[src/rtl/mux_pipe_reg_if.sv]
// Handshake and data bundle for one mux_pipe_reg stage: upstream beat,
// select, downstream beat, error flag/counter and counter clear.
interface mux_pipe_reg_if #(
  parameter int WIDTH  = 32,
  parameter int NUM_IN = 5,
  parameter int SEL_W  = 3,
  parameter int CNT_W  = 8
);
  logic [NUM_IN*WIDTH-1:0] in_bus;
  logic [SEL_W-1:0]        select;
  logic                    in_valid;
  logic                    in_ready;
  logic [WIDTH-1:0]        out_data;
  logic                    out_valid;
  logic                    out_ready;
  logic                    out_err;
  logic [CNT_W-1:0]        err_cnt;
  logic                    clr_err;

  modport master (
    output in_bus, select, in_valid, out_ready, clr_err,
    input  in_ready, out_data, out_valid, out_err, err_cnt
  );

  modport slave (
    input  in_bus, select, in_valid, out_ready, clr_err,
    output in_ready, out_data, out_valid, out_err, err_cnt
  );
endinterface

[src/rtl/mux_pipe_reg.sv]
// Registered N:1 datapath mux with valid/ready flow control, a one-entry
// skid buffer, a default word for out-of-range selects and an error counter.
module mux_pipe_reg #(
  parameter int               WIDTH       = 32,
  parameter int               NUM_IN      = 5,
  parameter int               SEL_W       = 3,
  parameter logic [WIDTH-1:0] DEFAULT_VAL = '0,
  parameter int               CNT_W       = 8
) (
  input  logic            clk,
  input  logic            rst_n,
  mux_pipe_reg_if.slave   bus
);

  if (NUM_IN < 2 || (2 ** SEL_W) < NUM_IN) begin : g_bad_cfg
    $error("mux_pipe_reg: NUM_IN must be >= 2 and fit in SEL_W select bits");
  end

  function automatic logic [CNT_W-1:0] sat_inc(input logic [CNT_W-1:0] v);
    return (&v) ? v : v + CNT_W'(1);
  endfunction

  logic [WIDTH-1:0] sel_data_p0;
  logic             sel_err_p0;
  logic             accept;
  logic             transfer;

  logic [WIDTH-1:0] main_data_p1;
  logic             main_err_p1;
  logic             vld_p1;
  logic [WIDTH-1:0] skid_data_p1;
  logic             skid_err_p1;
  logic             skid_full_p1;
  logic             in_ready_p1;
  logic [CNT_W-1:0] err_cnt_p1;

  logic             vld_nxt;
  logic             skid_full_nxt;
  logic             load_from_skid;
  logic             load_from_in;
  logic             load_skid;

  // Stage p0: select evaluation on the incoming beat
  always_comb begin
    sel_data_p0 = DEFAULT_VAL;
    sel_err_p0  = (int'(bus.select) >= NUM_IN);
    for (int k = 0; k < NUM_IN; k++) begin
      if (int'(bus.select) == k) sel_data_p0 = bus.in_bus[k*WIDTH +: WIDTH];
    end
  end

  assign accept   = bus.in_valid & in_ready_p1;
  assign transfer = vld_p1 & bus.out_ready;

  // The skid entry always drains into main first, which keeps beat order.
  always_comb begin
    vld_nxt        = vld_p1;
    skid_full_nxt  = skid_full_p1;
    load_from_skid = 1'b0;
    load_from_in   = 1'b0;
    load_skid      = 1'b0;
    if (!vld_p1 || transfer) begin
      if (skid_full_p1) begin
        load_from_skid = 1'b1;
        skid_full_nxt  = 1'b0;
        vld_nxt        = 1'b1;
      end else if (accept) begin
        load_from_in = 1'b1;
        vld_nxt      = 1'b1;
      end else begin
        vld_nxt = 1'b0;
      end
    end else if (accept) begin
      load_skid     = 1'b1;
      skid_full_nxt = 1'b1;
    end
  end

  // Stage p1: main output register, skid flag, ready and error counter
  always_ff @(posedge clk or negedge rst_n) begin
    if (!rst_n) begin
      main_data_p1 <= '0;
      main_err_p1  <= 1'b0;
      vld_p1       <= 1'b0;
      skid_full_p1 <= 1'b0;
      in_ready_p1  <= 1'b1;
      err_cnt_p1   <= '0;
    end else begin
      vld_p1       <= vld_nxt;
      skid_full_p1 <= skid_full_nxt;
      in_ready_p1  <= ~skid_full_nxt;
      if (load_from_skid) begin
        main_data_p1 <= skid_data_p1;
        main_err_p1  <= skid_err_p1;
      end else if (load_from_in) begin
        main_data_p1 <= sel_data_p0;
        main_err_p1  <= sel_err_p0;
      end
      if (bus.clr_err) begin
        err_cnt_p1 <= (accept && sel_err_p0) ? CNT_W'(1) : '0;
      end else if (accept && sel_err_p0) begin
        err_cnt_p1 <= sat_inc(err_cnt_p1);
      end
    end
  end

  always_ff @(posedge clk) begin
    if (load_skid) begin
      skid_data_p1 <= sel_data_p0;
      skid_err_p1  <= sel_err_p0;
    end
  end

  assign bus.in_ready  = in_ready_p1;
  assign bus.out_data  = main_data_p1;
  assign bus.out_valid = vld_p1;
  assign bus.out_err   = main_err_p1;
  assign bus.err_cnt   = err_cnt_p1;

endmodule

[src/flat_wrapper.sv]
// flat-port wrapper written by rule: the top's interface ports become plain ports
module mux_pipe_reg_flat 
#(
  parameter int               WIDTH       = 32,
  parameter int               NUM_IN      = 5,
  parameter int               SEL_W       = 3,
  parameter logic [WIDTH-1:0] DEFAULT_VAL = '0,
  parameter int               CNT_W       = 8
)
  (clk, rst_n, bus_in_bus, bus_select, bus_in_valid, bus_out_ready, bus_clr_err, bus_in_ready, bus_out_data, bus_out_valid, bus_out_err, bus_err_cnt);
  mux_pipe_reg_if #(.WIDTH(WIDTH), .NUM_IN(NUM_IN), .SEL_W(SEL_W), .CNT_W(CNT_W)) bus_i ();
  input  logic clk;
  input  logic rst_n;
  input wire logic [$bits(bus_i.in_bus)-1:0] bus_in_bus;
  input wire logic [$bits(bus_i.select)-1:0] bus_select;
  input wire logic [$bits(bus_i.in_valid)-1:0] bus_in_valid;
  input wire logic [$bits(bus_i.out_ready)-1:0] bus_out_ready;
  input wire logic [$bits(bus_i.clr_err)-1:0] bus_clr_err;
  output wire logic [$bits(bus_i.in_ready)-1:0] bus_in_ready;
  output wire logic [$bits(bus_i.out_data)-1:0] bus_out_data;
  output wire logic [$bits(bus_i.out_valid)-1:0] bus_out_valid;
  output wire logic [$bits(bus_i.out_err)-1:0] bus_out_err;
  output wire logic [$bits(bus_i.err_cnt)-1:0] bus_err_cnt;
  assign bus_i.in_bus = bus_in_bus;
  assign bus_i.select = bus_select;
  assign bus_i.in_valid = bus_in_valid;
  assign bus_i.out_ready = bus_out_ready;
  assign bus_i.clr_err = bus_clr_err;
  assign bus_in_ready = bus_i.in_ready;
  assign bus_out_data = bus_i.out_data;
  assign bus_out_valid = bus_i.out_valid;
  assign bus_out_err = bus_i.out_err;
  assign bus_err_cnt = bus_i.err_cnt;
  mux_pipe_reg #(.WIDTH(WIDTH), .NUM_IN(NUM_IN), .SEL_W(SEL_W), .DEFAULT_VAL(DEFAULT_VAL), .CNT_W(CNT_W)) u_core (.clk(clk), .rst_n(rst_n), .bus(bus_i));
endmodule
[config.mk]
export PLATFORM = sky130hd
export DESIGN_NAME = mux_pipe_reg_flat
export DESIGN_NICKNAME = d
export VERILOG_FILES = /design/src/rtl/mux_pipe_reg_if.sv /design/src/rtl/mux_pipe_reg.sv /design/src/flat_wrapper.sv
export SDC_FILE = /design/constraint.sdc
export NUM_CORES = 1
export LEC_CHECK = 0
export ABC_AREA = 0
export BUFFER_PORTS_ARGS = -buffer_cell sky130_fd_sc_hd__buf_2
export CAP_MARGIN = 20
export CORE_MARGIN = 2
export CORE_UTILIZATION = 37
export DETAILED_ROUTE_END_ITERATION = 6
export PLACE_DENSITY = 0.75
export SLEW_MARGIN = 15
export SYNTH_ARGS = -nofsm -noshare
export SYNTH_HDL_FRONTEND = slang
export SYNTH_SLANG_ARGS = --single-unit
[constraint.sdc]
create_clock -name clk -period 2.7 [get_ports clk]
set_input_delay 0.54 -clock clk [delete_from_list [all_inputs] [get_ports clk]]
set_output_delay 0.54 -clock clk [all_outputs]
set_load 0.02 [all_outputs]
==> impl_metrics.tcl, run 1 <==
set metrics [dict create \
    timing.critical_path.arrival_ns 2.05 \
    count_of_final_hold_check_violations 0 \
    routed_wirelength_mm 13.1 \
    die_width_um 111 \
    wire_per_inst_um 18.3 \
    p_total_mw 3.74 \
    port_buffers 210 \
    ys_ff_latch 77 \
    status "finished clean" \
    timing.critical_path.cells "buf_2 > buf_4 > mux2i_1 > nor2_1 > or3_1 > a221o_1" \
    ctsResizeCount 0 \
    setup_repair_after_global_routing_missed_its_margin "no" \
    antenna_left 0 \
    layout_min_cycle_time_ns 1.84 \
    clk_pin_slew_ns 0.06 \
    cap_viol_max_count 0 \
    hold-worst-slack_ns 0.205 \
    hold_class "primary input to asynchronous set/reset pin" \
    grt_remaining_overflow 0 \
    yosysSeqAreaShare_pct 49.2 \
    routed-via-count 4056 \
    post_layout_nonfiller_instances 715 \
    gp_congestion 0.810 \
    dp.final_hpwl_mm 9.32 \
    clock_tree.buffer_depth 2 \
    netlist_instances 365 \
    worstSetupPathType "primary input to flop" \
    netlist_cell_types 40 \
    clock-sinks 77 \
    dr_drc_count 0 \
    areaGrowthSynthToFinish_pct 37.3 \
    fin_skew_ns 0.00878 \
    static-leakage-power_nw 2.94 \
    share_of_the_clock_period_used_by_the_worst_path_after_layout_pct 68.1 \
    crit_path_top_delay_cell "sky130_fd_sc_hd__or3_1" \
    worstPathRequired_ns 2.91 \
    dr_iter_0_viols 215 \
    coreArea_sq_um 11300 \
    finalSetupTns_ns 0 \
    numPlacedInstances 696 \
    placement_row_count 39 \
    drt-pass1-iter-count 4 \
    cts.htree.levels 3 \
    first_pass_grt_wire_length_mm 20.5 \
    critical_path.top_delay_family "buffers and inverters" \
    clock_tree_from_tritoncts "yes" \
    pins_over_slew_limit 0 \
    cts.hold.buffers_added 0 \
    clkLatencyLatePin_ns 0.33 \
    report.final.setup_viol 0 \
    die_footprint_sq_um 12400 \
    floorplan.initialDensity_pct 37.6 \
    cts_buffers 9 \
    first_global_vias 4117 \
    mappedNetlistArea_sq_um 4250 \
    timing.critical_path.buf_inv 2 \
    die_height_um 111 \
    worstSetupEndpointType "flop" \
    timing.critical_path.slowest_cell_delay_ns 0.39 \
    cp-start-kind "primary input" \
    design.final.nets 735 \
    irDropWorstVdd_mv 0.357 \
    grtUsageTotal_pct 20.4 \
    achievable-frequency_mhz 544 \
    syn-mean-instance-area_sq_um 11.7 \
    cp_max_fo 17 \
    cts_setup_buffers 0 \
    via_per_inst 5.67 \
    clk_root_buffer_cell "sky130_fd_sc_hd__clkbuf_16" \
    synthesized_net_count 534 \
    cellPowerDensity_nw_per_um2 641 \
    boundaryPins 211 \
    number_of_synthesis_warnings 0 \
    relSlewSlack_pct 56.0 \
    layout-drive-gt1-share_pct 48.9 \
    grt_start_max_net_pins 45 \
    worst_pin_slew_ns 0.659 \
    initial_antenna_violation_count 1 \
]
routing by layer:
layer	vias up	GRT usage, %	wire length (um)
li1	1877	-	-
met1	1988	24.4	5310
met2	165	35.3	6520
met3	26	5.25	916
met4	0	7.49	325
met5	-	0	0
synth_stat cells, drive strengths merged:
cell | number | area [sq um]
nand2b | 2 | 12.5
o31ai | 1 | 7.51
nand4 | 3 | 18.8
xor2 | 1 | 8.76
nor4bb | 1 | 10.0
dfrtp | 43 | 1080
a31o | 31 | 272
nor2 | 10 | 37.5
edfxtp | 33 | 991
nand3 | 4 | 20.0
mux2i | 67 | 671
nor2b | 2 | 12.5
a41oi | 1 | 8.76
inv | 2 | 7.51
o2111a | 2 | 22.5
or2 | 1 | 6.26
o211ai | 1 | 7.51
ha | 1 | 12.5
and2 | 1 | 6.26
nand2 | 7 | 26.3
a21oi | 3 | 15.0
and3 | 32 | 200
o21ai | 6 | 33.8
a221o | 32 | 320
buf | 16 | 86.3
nand3b | 1 | 7.51
dfstp | 1 | 26.3
o22ai | 31 | 194
clkbuf | 21 | 80.1
or4 | 1 | 11.3
a211oi | 1 | 7.51
nor3 | 3 | 15.0
or3 | 2 | 12.5
and4 | 1 | 8.76
logic make-up after synthesis:
logic type	after synthesis	synth area share, %
XOR/XNOR	1	0.206
AO/OA/AOI/OAI	109	20.9
flip-flops	77	49.2
AND/OR/NAND/NOR	71	9.53
adder cells (fa/ha/maj)	1	0.294
buffers and inverters	39	4.09
multiplexers	67	15.8
layout by cell type (no fill, tap or decap), drive strengths merged, types with 2 or more instances in the layout:
cell    Yosys  layout
buf        16     227
mux2i      67      67
dfrtp      43      43
edfxtp     33      33
and3       32      32
a221o      32      32
o22ai      31      31
a31o       31      31
nor2       10      10
clkbuf     21       9
nand2       7       7
o21ai       6       6
nand3       4       4
clkinv      0       4
a21oi       3       3
nand4       3       3
nor3        3       3
inv         2       2
nand2b      2       2
or3         2       2
nor2b       2       2
o2111a      2       2
bufinv      0       2
power breakdown:
group,internal [mW],switching [mW],total (mW)
sequential,1.40,0.0914,1.49
clock,0.804,0.471,1.28
combinational,0.424,0.552,0.975
total,2.63,1.11,3.74
stage by stage:
stage / utilization [%] / worst slack (ns) / cell area [sq um]
global route: 51.6 / 0.774 / 5840
detailed placement: 48.4 / 0.366 / 5480
CTS: 51.2 / 0.461 / 5800
floorplan: - / 0.431 / 4260
finish: 51.6 / 0.861 / 5840
global placement: 48.4 / 0.464 / 5480
state kept, by name, indices dropped and copies added (netlist names):
signal / flops
u_core.bus.out_err: 1
u_core.skid_full_p1: 1
u_core.bus.out_valid: 1
u_core.bus.in_ready: 1
u_core.bus.err_cnt: 8
u_core.skid_err_p1: 1
u_core.bus.out_data: 32
u_core.skid_data_p1: 32
layout make-up:
cell class | instances | area (sq um)
antenna | 1 | 2.50
clock buffer | 9 | 225
clock inverter | 7 | 90.1
fill | 1036 | 5480
inverter | 2 | 7.51
multi-input combinational | 249 | 2020
sequential | 77 | 2090
tap | 143 | 179
timing repair buffer | 227 | 1220
worst paths after layout:
check	cells after the start	slack [ns]	start	endpoint
worst max-delay path	6	0.86	bus_select[2]	u_core.bus.out_data[29]
worst min-delay path	1	0.20	rst_n	u_core.bus.out_data[26]
worst max register to register	5	0.89	u_core.bus.in_ready	u_core.bus.out_data[20]
worst min register to register	1	0.50	u_core.bus.out_data[6]	u_core.bus.out_data[6]
max in group asynchronous	2	1.97	rst_n	u_core.bus.out_data[18]
min in group clk	2	0.48	bus_clr_err	u_core.bus.err_cnt[4]
(Power assumes the default switching activity.)
==> run 2, diff against run 1 <==
--- a/config.mk
+++ b/config.mk
@@ -11,7 +11,7 @@
 export CORE_MARGIN = 2
 export CORE_UTILIZATION = 37
 export DETAILED_ROUTE_END_ITERATION = 6
-export PLACE_DENSITY = 0.75
+export PLACE_DENSITY = 0.73
 export SLEW_MARGIN = 15
 export SYNTH_ARGS = -nofsm -noshare
 export SYNTH_HDL_FRONTEND = slang
==> constraint.sdc (replaced) <==
create_clock -name clk -period 1.8 [get_ports clk]
set_input_delay 0.36 -clock clk [delete_from_list [all_inputs] [get_ports clk]]
set_output_delay 0.36 -clock clk [all_outputs]
set_load 0.02 [all_outputs]
==> run 2 against run 1 <==
  * Sequential share of layout area down 1.1 points
  * Highest routed layer unchanged
  * Clock power up 47%
  * Clock skew down 0.0011 ns
  * Critical path type is now flop to flop
  * Design area up 3.2%
  * Die area unchanged
  * Clock-buffer cell count up 1
  * Sequential power up 51%
  * Total power up 51%
==> impl_metrics.tcl, run 2 (synthesized netlist as in run 1, its figures left out) <==
set metrics [dict create \
    status "finished clean" \
    initial_antenna_violation_count 0 \
    fin_skew_ns 0.00764 \
    coreArea_sq_um 11300 \
    worst-r2r-setup-slack_ns 0.11 \
    worst_r2r_endpoint "u_core.bus.err_cnt[7]" \
    pins_over_slew_limit 0 \
    boundaryPins 211 \
    met3_usage_pct 4.37 \
    wire_per_inst_um 18.4 \
    timing.critical_path.cells "nand2_1 > or4_4 > or3_1 > a21oi_1" \
    routed_wirelength_mm 13.5 \
    cts_buffers 9 \
    layout-drive-gt1-share_pct 49.7 \
    grt-busiest-layer "met2" \
    report.final.setup_viol 0 \
    first_global_vias 4274 \
    clock_tree.buffer_depth 2 \
    die_footprint_sq_um 12400 \
    worstHoldPathCells 2 \
    clock_tree_from_tritoncts "yes" \
    worstSetupEndpointType "flop" \
    placement_row_count 39 \
    antennaDiodeCount 0 \
    irDropWorstVdd_mv 0.468 \
    cts_setup_buffers 0 \
    dr_drc_count 0 \
    layout_min_cycle_time_ns 1.69 \
    drt-pass1-iter-count 5 \
    areaGrowthSynthToFinish_pct 41.7 \
    timing.critical_path.arrival_ns 1.94 \
    cts.htree.levels 3 \
    critical_path.reg2reg.startpoint "u_core.bus.in_ready" \
    postLayoutCoreUtil_pct 53.2 \
    gp_congestion 0.816 \
    grtUsageTotal_pct 21.6 \
    die_height_um 111 \
    cp-endpoint "u_core.bus.err_cnt[7]" \
    design.final.nets 751 \
    worstPathRequired_ns 2.05 \
    relSlewSlack_pct 67.1 \
    clock-sinks 77 \
    rr_worst_depth 4 \
    die_width_um 111 \
    layout.cells.most_common "sky130_fd_sc_hd__buf_2" \
    groute.layer.met1.usage_pct 27.0 \
    timing.critical_path.slowest_cell_delay_ns 0.55 \
    static-leakage-power_nw 3.04 \
    routed-via-count 4134 \
    finalSetupTns_ns 0 \
    critical_path_startpoint "u_core.bus.in_ready" \
    worst_pin_slew_ns 0.494 \
    clk_root_buffer_cell "sky130_fd_sc_hd__clkbuf_16" \
    grt_remaining_overflow 0 \
    share_of_the_clock_period_used_by_the_worst_path_after_layout_pct 93.7 \
    setup_repair_after_global_routing_missed_its_margin "no" \
    hold_class "primary input to flop" \
    antenna_left 0 \
    dr_iter_0_viols 250 \
    achievable-frequency_mhz 593 \
    count_of_final_hold_check_violations 0 \
    via_per_inst 5.66 \
    cellPowerDensity_nw_per_um2 936 \
    hold-worst-slack_ns 0.315 \
    port_buffers 210 \
    layout.cells.most_common_list "210 x sky130_fd_sc_hd__buf_2, 67 x sky130_fd_sc_hd__mux2i_1, 43 x sky130_fd_sc_hd__dfrtp_1" \
    grt_util_met2_pct 36.8 \
    clkLatencyLatePin_ns 0.32 \
    cap_viol_max_count 0 \
    floorplan.initialDensity_pct 37.6 \
    cp-start-kind "flop" \
    cp_max_fo 4 \
    first_pass_grt_wire_length_mm 21.5 \
    clk_pin_slew_ns 0.06 \
    grt_start_max_net_pins 36 \
    worstSetupPathType "flop to flop" \
    crit_path_top_delay_cell "sky130_fd_sc_hd__dfstp_2" \
    dp.final_hpwl_mm 9.83 \
]
==> run 2: layer usage <==
layer | wire length (um) | up-vias
met1 | 5570 | 1995
li1 | - | 1914
met4 | 232 | 0
met3 | 942 | 19
met5 | 0 | -
met2 | 6700 | 206
==> run 2: through the flow <==
step           cell area, sq um  power (mW)  instances  setup slack [ns]
6_report                   6020        5.64        730             0.113
5_1_grt                    6020        5.88        730           0.00843
4_1_cts                    6020        5.68        730             0.101
3_5_place_dp               5710        3.79        713           -0.0663
3_3_place_gp               5710        3.75        713           -0.0299
2_1_floorplan              4260        3.09        365            0.0284
==> run 2: area by class of cell <==
cell class / count / area (sq um)
Fill cell: 1022 / 5300
Sequential cell: 77 / 2090
Multi-Input combinational cell: 249 / 2010
Timing Repair Buffer: 243 / 1430
Clock buffer: 10 / 229
Tap cell: 143 / 179
Clock inverter: 6 / 77.6
Inverter: 2 / 7.51
==> run 2: worst max-delay path: cells and delay by family (launching register included) <==
family / cells / cell delay, ns
AND/OR/NAND/NOR: 3 / 0.91
AO/OA/AOI/OAI: 1 / 0.15
flip-flops: 1 / 0.55
==> run 2: worst min path at each step <==
| stage | slack, ns | start | to |
|---|---|---|---|
| floorplan | 0.06 | rst_n | u_core.bus.err_cnt[0] |
| CTS | 0.30 | bus_clr_err | u_core.bus.err_cnt[7] |
| finish | 0.32 | bus_clr_err | u_core.bus.err_cnt[7] |
| global route | 0.31 | bus_clr_err | u_core.bus.err_cnt[7] |
| detailed placement | 0.35 | rst_n | u_core.skid_full_p1 |
| global placement | 0.35 | rst_n | u_core.bus.out_valid |
==> run 2: where the power goes <==
group          leakage [nW]  internal, mW  switching, mW
Sequential            0.875          2.10          0.150
Clock                 0.151          1.20          0.677
Combinational          2.01         0.685          0.826
==> run 2: repair_timing <==
| action | in CTS | in global routing |
|---|---|---|
| hold endpoints to repair | 1 | 0 |
| hold buffers | 1 | 0 |
| gates resized for setup | 0 | 0 |
